[src/rtl/ternary_weight_loader.sv]
// Ternary weight loader: assembles a 2-bit/weight image from byte loads and gates the multiplier enable.
// Latency: w_valid one cycle after the last byte; mult_en registered. Backpressure: in_ready only in LOAD.
// Optional feature macro WLOAD_CHECKSUM_EN adds a running XOR of raw accepted bytes on the checksum port.
module ternary_weight_loader #(
    parameter  int InLen  = 16,
    parameter  int OutLen = 8,
    parameter  int ByteW  = 8,
    localparam int WW     = 2 * InLen * OutLen,
    localparam int NBytes = WW / ByteW,
    localparam int CntW   = (NBytes > 1) ? $clog2(NBytes) : 1
) (
    input  logic              clk,
    input  logic              rst_n,
    input  logic              load_start,
    input  logic              in_valid,
    input  logic [ByteW-1:0]  in_data,
    output logic              in_ready,
    input  logic              run,
    output logic [WW-1:0]     W,
    output logic              w_valid,
    output logic              mult_en,
    output logic [CntW-1:0]   byte_cnt,
`ifdef WLOAD_CHECKSUM_EN
    output logic [ByteW-1:0]  checksum,
`endif
    output logic              code_err
);

    typedef enum logic [1:0] {
        IDLE  = 2'd0,
        LOAD  = 2'd1,
        READY = 2'd2
    } state_e;

    state_e            state_q, state_d;
    logic [WW-1:0]     w_q, w_d;
    logic              w_valid_q, w_valid_d;
    logic              mult_en_q, mult_en_d;
    logic [CntW-1:0]   byte_cnt_q, byte_cnt_d;
    logic              code_err_q, code_err_d;
    logic              accept;

    // Code 2'b10 has no ternary meaning; it is stored as a zero weight.
    function automatic logic [ByteW-1:0] sanitize(input logic [ByteW-1:0] d);
        logic [ByteW-1:0] s;
        s = d;
        for (int k = 0; k < ByteW / 2; k++) begin
            if (d[2*k +: 2] == 2'b10) begin
                s[2*k +: 2] = 2'b00;
            end
        end
        return s;
    endfunction

    function automatic logic has_illegal(input logic [ByteW-1:0] d);
        logic bad;
        bad = 1'b0;
        for (int k = 0; k < ByteW / 2; k++) begin
            if (d[2*k +: 2] == 2'b10) begin
                bad = 1'b1;
            end
        end
        return bad;
    endfunction

    assign in_ready = (state_q == LOAD);
    assign accept   = in_valid && in_ready && !load_start;

    always_comb begin
        state_d    = state_q;
        w_d        = w_q;
        w_valid_d  = w_valid_q;
        byte_cnt_d = byte_cnt_q;
        code_err_d = code_err_q;
        mult_en_d  = run && (state_q == READY);

        // load_start wins over any byte presented in the same cycle.
        if (load_start) begin
            state_d    = LOAD;
            w_valid_d  = 1'b0;
            mult_en_d  = 1'b0;
            byte_cnt_d = '0;
            code_err_d = 1'b0;
        end else if (accept) begin
            w_d[byte_cnt_q*ByteW +: ByteW] = sanitize(in_data);
            if (has_illegal(in_data)) begin
                code_err_d = 1'b1;
            end
            if (byte_cnt_q == CntW'(NBytes - 1)) begin
                byte_cnt_d = '0;
                state_d    = READY;
                w_valid_d  = 1'b1;
            end else begin
                byte_cnt_d = byte_cnt_q + 1'b1;
            end
        end
    end

    always_ff @(posedge clk or negedge rst_n) begin
        if (!rst_n) begin
            state_q    <= IDLE;
            w_q        <= '0;
            w_valid_q  <= 1'b0;
            mult_en_q  <= 1'b0;
            byte_cnt_q <= '0;
            code_err_q <= 1'b0;
        end else begin
            state_q    <= state_d;
            w_q        <= w_d;
            w_valid_q  <= w_valid_d;
            mult_en_q  <= mult_en_d;
            byte_cnt_q <= byte_cnt_d;
            code_err_q <= code_err_d;
        end
    end

`ifdef WLOAD_CHECKSUM_EN
    logic [ByteW-1:0] checksum_q, checksum_d;

    // Checksum covers the raw bus bytes so upstream can verify what it actually sent.
    always_comb begin
        checksum_d = checksum_q;
        if (load_start) begin
            checksum_d = '0;
        end else if (accept) begin
            checksum_d = checksum_q ^ in_data;
        end
    end

    always_ff @(posedge clk or negedge rst_n) begin
        if (!rst_n) begin
            checksum_q <= '0;
        end else begin
            checksum_q <= checksum_d;
        end
    end

    assign checksum = checksum_q;
`endif

    assign W        = w_q;
    assign w_valid  = w_valid_q;
    assign mult_en  = mult_en_q;
    assign byte_cnt = byte_cnt_q;
    assign code_err = code_err_q;

endmodule

[config.mk]
export PLATFORM = sky130hd
export DESIGN_NAME = ternary_weight_loader
export DESIGN_NICKNAME = d
export VERILOG_FILES = /design/src/rtl/ternary_weight_loader.sv
export SDC_FILE = /design/constraint.sdc
export NUM_CORES = 1
export LEC_CHECK = 0
export CAP_MARGIN = 20
export CORE_MARGIN = 3
export CORE_UTILIZATION = 46
export DETAILED_ROUTE_END_ITERATION = 10
export GPL_TIMING_DRIVEN = 0
export PLACE_DENSITY = 0.75
export RECOVER_POWER = 100
export SLEW_MARGIN = 20
export SYNTH_ARGS = -nofsm -noshare
export SYNTH_HDL_FRONTEND = slang
export SYNTH_SLANG_ARGS = --single-unit
[constraint.sdc]
create_clock -name clk -period 8.85 [get_ports clk]
set_input_delay 2.655 -clock clk [delete_from_list [all_inputs] [get_ports clk]]
set_output_delay 2.655 -clock clk [all_outputs]
set_load 0.02 [all_outputs]
==> summary.md <==
| Metric | Value |
|---|---|
| Synth-to-Final Area Change | 33.7% |
| Simple-gate share of the synthesized area | 0.143 |
| Post-synth ARST share | 1.00 |
| Routability Congestion | 0.912 |
| Port bufs | 277 |
| Clock Latency Late Sink | 550 ps |
| Cell area after layout | 15700 um^2 |
| Critical path cell sequence | dlygate4sd3_1, and4bb_1, nand2b_1, clkbuf_1, nor4_1, mux2_2 |
| Critical Path Start Type | input port |
| Clock transition at the registers of the reported paths | 60 ps |
| Detail Route Antenna Nets | 0 |
| Top_reg_cell synth | dfrtp_1 |
| Synth Area in Compound Gates | 0.0240 |
| Syn_area_per_cell | around 13 um^2 |
| Share of cells above drive strength 1 | 0.222 |
| H-Tree Level Count | 1 |
| Worst VDD drop | 0.135 mV |
| DRT Wirelength | between 30000 and 40000 um |
| Register bit total from synthesis | 265 |
| Via count | 8931 |
| Drt pass-1 iters | 5 |
| Buf/Inv on CP | 2 |
| Grt ovf | 0 |
| Reg2reg start | byte_cnt[0]$_DFFE_PN0P_ |
| Final Net Count | around 1300 |
| Most frequent cells in the layout | dlygate4sd3_1, dfrtp_1, mux2_2, nor2_1, nor3_1 |
| CTS tree | done |
| DRT iter0 DRCs | 615 |
| Setup repair bufs after CTS | 0 |
| Fin crit share | 0.676 |
| Tot Pwr | 2.67 mW |
| Layout Utilization | 0.636 |
| Seq/Total Area, Yosys | 0.563 |
| DR WL/cell | 23.4 um |
| Main combinational cell family by area after synthesis | multiplexers |
| Synth Instances | 936 |
| Worst EP arrival | 6400 ps |
| # hold bufs at CTS | 0 |
| Total GRT Usage | 0.265 |
| Tightest Pin Transition | between 2000 and 2500 ps |
| # IOs | between 200 and 300 |
| Worst min path class | reg2reg |
| PwrDens | 170 nW/um^2 |
| Slowest stage delay, CP | 1690 ps |
| Area after DPL | 15100 um^2 |
| Most common cell after layout, fill and taps aside | dlygate4sd3_1 |
| Number of global-route vias before repair | around 9200 |
| Core ar. | approximately 25000 um^2 |
| Minimum clock period | 5990 ps |
| Slowest stage cell, crit path | nor4_1 |
| RSZ-0062 raised after global routing | false |
| Avg Vias per Cell | 5.60 |
| Final setup vio count | 0 |
| Multiplexer area fraction after synthesis | 0.239 |
| Violated checks | max-capacitance violations, max-slew violations |
| Library cells used by synthesis | 52 |
| Mapped Nets | roughly 950 |
| Synth Area in XOR/XNOR | 0.00213 |
| Worst hold path startpoint | W[23]$_DFFE_PN0P_ |
| Max Root-Sink Buffers | 3 |
| Die area | 27500 um^2 |
| Max Transition Viols Final | around 130 |
| CP endpoint kind | flop |
| Drc violations | 0 |
| Fmax | 0.167 GHz |
| Initial Util | 0.476 |
| Mapped cell area | approximately 12000 um^2 |
| CTS root buffer | clkbuf_16 |
| Chip width | 166 um |
| Total CTS buffers | 28 |
| Die Height | 166 um |
| First-pass GRT wire length | roughly 57000 um |
| CTS sink count | between 200 and 300 |
| Start point of the critical path | load_start |
| Initial antenna violation count | 1 |
| Max_cap viols | 12 |
| CTS-repair resized insts | 0 |
| Outcome | finished, violations left |
| Lkg Pwr | 8.09 nW |
| Pin count of the biggest net entering global routing | 91 |
| DP Wirelength | about 27000 um |
| CP required | 9270 ps |
| Largest delay share family, worst path | simple AND/OR/NAND/NOR gates |
| Ys Warns | 0 |
| Worst Path Max Fanout | 10 |
| Post-synthesis adder-cell area fraction | 0.00425 |
| Row count | 57 |
| Number of enable flip-flop cells after synthesis | 0 |
| Final Hold Viols | 0 |
| WS Path Type | in2reg |
| Skew final | 22.6 ps |
| Slew HR | -0.389 |
==> metrics by stage <==
step | setup TNS [ps] | hold slack, ps | worst slack (ps) | cells
6_report | 0 | 483 | 2860 | 1594
5_1_grt | 0 | 505 | 2810 | 1594
4_1_cts | 0 | 492 | 4260 | 1592
3_5_place_dp | 0 | 479 | 3720 | 1543
3_3_place_gp | -1647660 | 470 | -6250 | 1537
2_1_floorplan | 0 | 476 | 4660 | 936
==> flip-flops by register name (all words and copies together) (netlist names) <==
register	count
W	256
byte_cnt	5
code_err	1
mult_en	1
state_q	2
==> Yosys cell counts, types with 2 or more instances <==
cell type | number | share of area
and3_1 | 10 | 0.0053
buf_1 | 4 | 0.0013
nor3_2 | 3 | 0.0026
nand4_1 | 19 | 0.010
dfrtp_1 | 265 | 0.56
nand3_1 | 17 | 0.0072
a21oi_1 | 8 | 0.0034
mux2_4 | 8 | 0.010
or4_1 | 3 | 0.0019
inv_1 | 13 | 0.0041
nor2b_1 | 9 | 0.0048
nor4_4 | 11 | 0.020
mux2i_1 | 7 | 0.0060
mux2_2 | 226 | 0.22
buf_2 | 13 | 0.0055
ha_1 | 4 | 0.0043
o41ai_1 | 8 | 0.0060
mux2_1 | 7 | 0.0067
nor2_1 | 137 | 0.044
clkbuf_1 | 31 | 0.0099
nor2_2 | 2 | 0.0011
buf_4 | 2 | 0.0013
o21ai_0 | 10 | 0.0043
nand2b_1 | 7 | 0.0037
nor3_1 | 39 | 0.017
buf_6 | 2 | 0.0019
nand3b_1 | 5 | 0.0032
o211ai_1 | 4 | 0.0026
or2_2 | 5 | 0.0027
nand2_1 | 21 | 0.0067
or3_1 | 8 | 0.0043
o21ai_1 | 6 | 0.0026
nor4b_1 | 2 | 0.0015
nor4_1 | 2 | 0.0011
==> power by group <==
part           internal (mW)  total [mW]  switching [mW]
registers               1.23        1.24          0.0112
clock network          0.678        1.16           0.486
logic                 0.0733       0.262           0.189
==> worst paths after layout <==
check,endpoint,slack (ps),depth (start not counted)
worst max-delay path,W[148]$_DFFE_PN0P_,2860,6
worst min-delay path,W[23]$_DFFE_PN0P_,480,1
worst max register to register,W[148]$_DFFE_PN0P_,3690,12
worst min register to register,W[23]$_DFFE_PN0P_,480,1
max in group asynchronous,W[191]$_DFFE_PN0P_,4580,3
min in group asynchronous,W[74]$_DFFE_PN0P_,2700,1
==> final cells by class <==
class	count	area, um^2
Antenna cell	1	2.50
Multi-Input combinational cell	605	4630
Sequential cell	265	6630
Clock buffer	35	778
Fill cell	1976	9000
Inverter	14	52.6
Buffer	52	223
Clock inverter	14	129
Tap cell	324	405
Timing Repair Buffer	284	2890
==> per-layer routing <==
metal	share of wire	track usage	vias to the layer above
li1	-	-	3947
met1	0.41	0.352	4511
met2	0.47	0.426	394
met3	0.090	0.0724	79
met4	0.034	0.0868	0
met5	0	0	-
==> kinds of logic (layout without fill, tap and decap cells) <==
| logic type | after synthesis | in the layout |
|---|---|---|
| compound gates | 44 | 44 |
| xor+xnor | 2 | 2 |
| fa+ha+maj | 4 | 4 |
| buf+inv | 66 | 399 |
| flops | 265 | 265 |
| mux | 248 | 248 |
| other cells | 0 | 1 |
| simple gates | 307 | 307 |
(Power assumes the default switching activity.)
